===== src/rtl/mem_ctrl.sv =====
// rtl/mem_ctrl.sv - byte-serial RAM port arbiter for IF fetches and MEM loads/stores
module mem_ctrl (
    input  logic        clk,
    input  logic        rst,
    input  logic        if_req,
    input  logic [31:0] if_addr,
    input  logic        if_cancel,
    output logic        if_busy,
    output logic        if_done,
    output logic [31:0] if_inst,
    input  logic        mem_req,
    input  logic        mem_we,
    input  logic [31:0] mem_addr,
    input  logic [1:0]  mem_size,
    input  logic [31:0] mem_wdata,
    output logic        mem_busy,
    output logic        mem_done,
    output logic [31:0] mem_rdata,
    input  logic [7:0]  ram_din,
    output logic [7:0]  ram_dout,
    output logic [31:0] ram_a,
    output logic        ram_wr
);

    typedef enum logic [1:0] {
        S_IDLE   = 2'd0,
        S_IF_RD  = 2'd1,
        S_MEM_RD = 2'd2,
        S_MEM_WR = 2'd3
    } state_t;

    state_t      state_q, state_d;
    logic [2:0]  cnt_q, cnt_d;
    logic [31:0] base_q, base_d;
    logic [2:0]  size_q, size_d;
    logic [23:0] buf_q, buf_d;
    logic [31:0] wdata_q, wdata_d;

    logic [2:0]  mem_n;
    logic [31:0] rd_word;
    logic        rd_last;

    assign if_busy  = if_req & ~if_done;
    assign mem_busy = mem_req & ~mem_done;
    assign rd_last  = (cnt_q == size_q);

    // Decode the MEM access size into a byte count (11 is treated as a word)
    always_comb begin
        case (mem_size)
            2'b00:   mem_n = 3'd1;
            2'b01:   mem_n = 3'd2;
            default: mem_n = 3'd4;
        endcase
    end

    // Final read word: buffered low bytes plus the byte arriving this cycle on top
    always_comb begin
        case (size_q)
            3'd1:    rd_word = {24'd0, ram_din};
            3'd2:    rd_word = {16'd0, ram_din, buf_q[7:0]};
            default: rd_word = {ram_din, buf_q};
        endcase
    end

    // State and datapath registers; reset clears everything so no done can follow
    always_ff @(posedge clk) begin
        if (!rst) begin
            state_q <= S_IDLE;
            cnt_q   <= 3'd0;
            base_q  <= 32'd0;
            size_q  <= 3'd0;
            buf_q   <= 24'd0;
            wdata_q <= 32'd0;
        end else begin
            state_q <= state_d;
            cnt_q   <= cnt_d;
            base_q  <= base_d;
            size_q  <= size_d;
            buf_q   <= buf_d;
            wdata_q <= wdata_d;
        end
    end

    // Arbitration, byte sequencing and RAM port drive
    always_comb begin
        state_d   = state_q;
        cnt_d     = cnt_q;
        base_d    = base_q;
        size_d    = size_q;
        buf_d     = buf_q;
        wdata_d   = wdata_q;
        ram_a     = 32'd0;
        ram_dout  = 8'd0;
        ram_wr    = 1'b0;
        if_done   = 1'b0;
        if_inst   = 32'd0;
        mem_done  = 1'b0;
        mem_rdata = 32'd0;

        case (state_q)
            S_IDLE: begin
                if (mem_req) begin
                    state_d = mem_we ? S_MEM_WR : S_MEM_RD;
                    cnt_d   = 3'd0;
                    base_d  = mem_addr;
                    size_d  = mem_n;
                    wdata_d = mem_wdata;
                    buf_d   = 24'd0;
                end else if (if_req && !if_cancel) begin
                    state_d = S_IF_RD;
                    cnt_d   = 3'd0;
                    base_d  = if_addr;
                    size_d  = 3'd4;
                    wdata_d = 32'd0;
                    buf_d   = 24'd0;
                end
            end

            S_IF_RD, S_MEM_RD: begin
                if (cnt_q < size_q) begin
                    ram_a = base_q + {29'd0, cnt_q};
                end
                // ram_din carries the byte addressed in the previous cycle
                if (cnt_q != 3'd0 && cnt_q < size_q) begin
                    case (cnt_q)
                        3'd1:    buf_d[7:0]   = ram_din;
                        3'd2:    buf_d[15:8]  = ram_din;
                        3'd3:    buf_d[23:16] = ram_din;
                        default: buf_d        = buf_q;
                    endcase
                end
                if (state_q == S_IF_RD && if_cancel) begin
                    state_d = S_IDLE;
                    cnt_d   = 3'd0;
                end else if (rd_last) begin
                    state_d = S_IDLE;
                    cnt_d   = 3'd0;
                    if (state_q == S_IF_RD) begin
                        if_done = 1'b1;
                        if_inst = rd_word;
                    end else begin
                        mem_done  = 1'b1;
                        mem_rdata = rd_word;
                    end
                end else begin
                    cnt_d = cnt_q + 3'd1;
                end
            end

            S_MEM_WR: begin
                ram_a  = base_q + {29'd0, cnt_q};
                ram_wr = 1'b1;
                case (cnt_q[1:0])
                    2'd0:    ram_dout = wdata_q[7:0];
                    2'd1:    ram_dout = wdata_q[15:8];
                    2'd2:    ram_dout = wdata_q[23:16];
                    default: ram_dout = wdata_q[31:24];
                endcase
                if (cnt_q == size_q - 3'd1) begin
                    state_d  = S_IDLE;
                    cnt_d    = 3'd0;
                    mem_done = 1'b1;
                end else begin
                    cnt_d = cnt_q + 3'd1;
                end
            end

            default: state_d = S_IDLE;
        endcase
    end

endmodule


===== config.mk =====
export PLATFORM = sky130hd
export DESIGN_NAME = mem_ctrl
export DESIGN_NICKNAME = d
export VERILOG_FILES = /design/src/rtl/mem_ctrl.sv
export SDC_FILE = /design/constraint.sdc
export NUM_CORES = 1
export LEC_CHECK = 0
export CORE_MARGIN = 3
export CORE_UTILIZATION = 44
export CTS_BUF_LIST = sky130_fd_sc_hd__clkbuf_16
export CTS_CLUSTER_DIAMETER = 150
export DETAILED_ROUTE_END_ITERATION = 7
export PLACE_DENSITY = 0.86
export SYNTH_ARGS = -nofsm -noshare
export SYNTH_HDL_FRONTEND = slang
export SYNTH_SLANG_ARGS = --single-unit

===== constraint.sdc =====
create_clock -name clk -period 3.02 [get_ports clk]
set_input_delay 0.453 -clock clk [delete_from_list [all_inputs] [get_ports clk]]
set_output_delay 0.453 -clock clk [all_outputs]
set_load 0.005 [all_outputs]

==> flow_summary_export.csv, run 1 <==
group,metric,value,unit
critical_path,critical_path_class,"flip-flop to output port",
sta,timing.fmax,339,MHz
finish,n_antenna_cell,0,
synth,yosysWarningCount,0,
run_status,status,"finished, final reports clean",
power,total_power,4.63,mW
critical_path,cp.arrival,2.50,ns
synth,synth_area_per_cell,8.52,um2
clock_network,cts_tree,"done",
synth,synth_top_area_share,0.342,
flow_run,maxCapViolations,0,
clock_network,clock-sinks,96,
sta,slew_violations,0,
placement,routabilityCongestion,0.802,
sta,finClkSkew,0.00441,ns
sta,finalCritPeriodShare,0.978,
drt,wirelength,17.6,mm
drt,ant_nets,0,
clock_network,clk_pin_slew,0.06,ns
drt,drt-initial-drc-count,402,
global_routing,grt_overflow_total,0,
clock_network,cts_hold_buf,0,
power,p_leak,4.34,nW
clock_network,numCtsBuffers,9,
critical_path,r2r_start,"state_q[0]",
placement,dp_cells,1020,
min_path,hold_end,"state_q[1]",
floorplanning,fp.dieH,119,um
drt,wl_per_cell,16.9,um
sta,setup_violations,0,
min_path,hold_class,"input pin to flip-flop",
floorplanning,fp.dieArea,0.0142,mm2
power,power_density,532,mW/mm2
finish,final_cell_mix,"167 x clkdlybuf4s50_1, 89 x dfxtp_1, 79 x nor2_1, 49 x nand2_1, 46 x dlymetal6s2s_1",
global_routing,grt_max_degree,74,
critical_path,cp_data_required_time,2.57,ns
critical_path,r2r_cells,6,
placement,place_area,0.00799,mm2
drt,num_vias,5685,
finish,stdcell_count,1047,
placement,place_ws,-0.0264,ns
critical_path,rrSetupSlack,0.89,ns
global_routing,grt_pass1_vias,5483,
sta,fin_ws,0.0679,ns
critical_path,crit_path_end_kind,"output port",
global_routing,grt_pass1_wl,27.4,mm
floorplanning,fp.dieW,119,um
floorplanning,pin_count,221,
synth,syn_inst,659,
synth,netlist_top_cells_area,"dfxtp_1 34%, a22oi_1 6.6%, mux2i_1 6.2%, o211a_1 5.5%, nor2_1 5.5%",
sta,whs,0.473,ns
floorplanning,core,0.0123,mm2
min_path,hold_path_depth,3,
placement,port-buffer-count,220,
clock_network,cts_max_path_buffers,2,
sta,final-hold-violation-count,0,
drt,drc_errors,0,
clock_network,h-tree-depth,3,
sta,tns,0,ns
finish,fin_nets,1005,
synth,synth-seq-area-share,0.342,
power,ir_drop,355,uV
finish,final_util,0.709,
sta,max_slew_margin,0.545,
synth,synth_top_area_cell,"dfxtp_1",
drt,dr.pass1.iters,5,
placement,dp_hpwl,12.4,mm
finish,syn_to_final_growth,55.0,%
min_path,timing.hold.worst.start,"mem_req",
synth,synth.cell_area,0.00561,mm2
sta,worstMarginPinSlew,0.682,ns
floorplanning,num_rows,40,
finish,final_common_cell,"clkdlybuf4s50_1",
finish,drive_gt1_frac,0.102,
global_routing,antenna_found_initial,0,
drt,via_per_inst,5.43,
synth,ys_types,49,
clock_network,clkLatencyLatePin,0.34,ns
critical_path,r2r-end,"buf_q[11]",
synth,yosys_register_bits,96,
finish,fin_area,0.00870,mm2
floorplanning,start_util,0.458,
clock_network,root_buffer,"clkbuf_16",
global_routing,grtUsageTotal,0.234,
critical_path,path_max_fanout,10,
sta,period_needed,2.95,ns
synth,syn-num-nets,790,
critical_path,start_kind,"flip-flop",
critical path: stages, from the launching register on:
cell and delay (ns):
dfxtp_4 0.36, buf_4 0.13, ha_2 0.19, fa_2 0.35
a21o_1 0.18, buf_4 0.18, nand2_1 0.09, xor2_1 0.06
nor2_1 0.09, clkdlybuf4s50_1 0.53
cell type report:
| class | instances | area [um2] |
|---|---|---|
| multi-input combinational | 499 | 3580 |
| fill | 936 | 3560 |
| timing repair buffer | 253 | 2610 |
| sequential | 96 | 1930 |
| clock buffer | 9 | 225 |
| tap | 168 | 210 |
| clock inverter | 7 | 87.6 |
| inverter | 15 | 58.8 |
worst max path at each step:
stage / startpoint / slack (ns) / end / cells past startpoint
2_1_floorplan: cnt_q[0] / 0.64 / if_inst[21] / 8
3_3_place_gp: cnt_q[0] / 0.12 / if_inst[16] / 7
3_5_place_dp: cnt_q[0] / -0.03 / if_inst[30] / 7
4_1_cts: cnt_q[0] / -0.05 / if_inst[21] / 9
5_1_grt: size_q[0] / -0.02 / if_inst[1] / 7
6_report: cnt_q[0] / 0.07 / ram_a[4] / 9
what timing repair did:
item                       in CTS  in global routing
gates cloned                    1                  0
pin swaps                       4                  6
resized for setup              23                 73
buffers inserted                9                  1
setup endpoints to repair      81                 86
synth_stat cells (all sizes together):
master  number
a211oi       1
a21o         1
a21oi       17
a222oi       8
a22o        24
a22oi       49
and2        37
and3         8
and4         5
buf         16
clkbuf      33
clkinv       1
dfxtp       96
fa           1
ha          18
inv         14
mux2i       35
nand2       50
nand2b       3
nand3       16
nand4       12
nor2        82
nor2b       39
nor3         5
nor3b        3
nor4         3
nor4bb       1
o211a       31
o211ai       1
o21a         2
o21ai        7
o21bai       2
o22ai        3
or2          1
or3          3
or3b         1
xnor2        6
xor2        23
xor3         1
layer usage:
layer / global-route usage / share of wire / wire length (um)
met5: 0 / 0 / 0
met4: 0.0623 / 0.021 / 372
met3: 0.0698 / 0.083 / 1460
met2: 0.425 / 0.50 / 8780
met1: 0.266 / 0.40 / 7030
power by group:
group          total [mW]  switching (mW)  internal (mW)
registers            1.69           0.207           1.48
clock network        1.20           0.485          0.719
logic                1.74           0.908          0.829
logic make-up (layout without fill, tap and decap cells):
group	count (synthesis)	count (layout)	share of synthesized area
simple gates	269	269	0.249
compound gates	146	146	0.207
flops	96	96	0.342
buf+inv	64	284	0.0459
mux	35	35	0.0624
xor+xnor	30	30	0.0495
fa+ha+maj	19	19	0.0437
sequential cells by signal (all words and copies together), names as in the netlist:
signal / count
base_q: 32
wdata_q: 32
buf_q: 24
cnt_q: 3
size_q: 3
state_q: 2
Note: power is estimated with default switching activity, not from simulation.
==> run 2, diff against run 1 <==
--- a/config.mk
+++ b/config.mk
@@ -11,6 +11,7 @@
 export CTS_CLUSTER_DIAMETER = 150
 export DETAILED_ROUTE_END_ITERATION = 7
 export PLACE_DENSITY = 0.86
+export SLEW_MARGIN = 10
 export SYNTH_ARGS = -nofsm -noshare
 export SYNTH_HDL_FRONTEND = slang
 export SYNTH_SLANG_ARGS = --single-unit
==> results of run 2 <==
The final DEF is identical to that of run 1; final timing and power are the same.
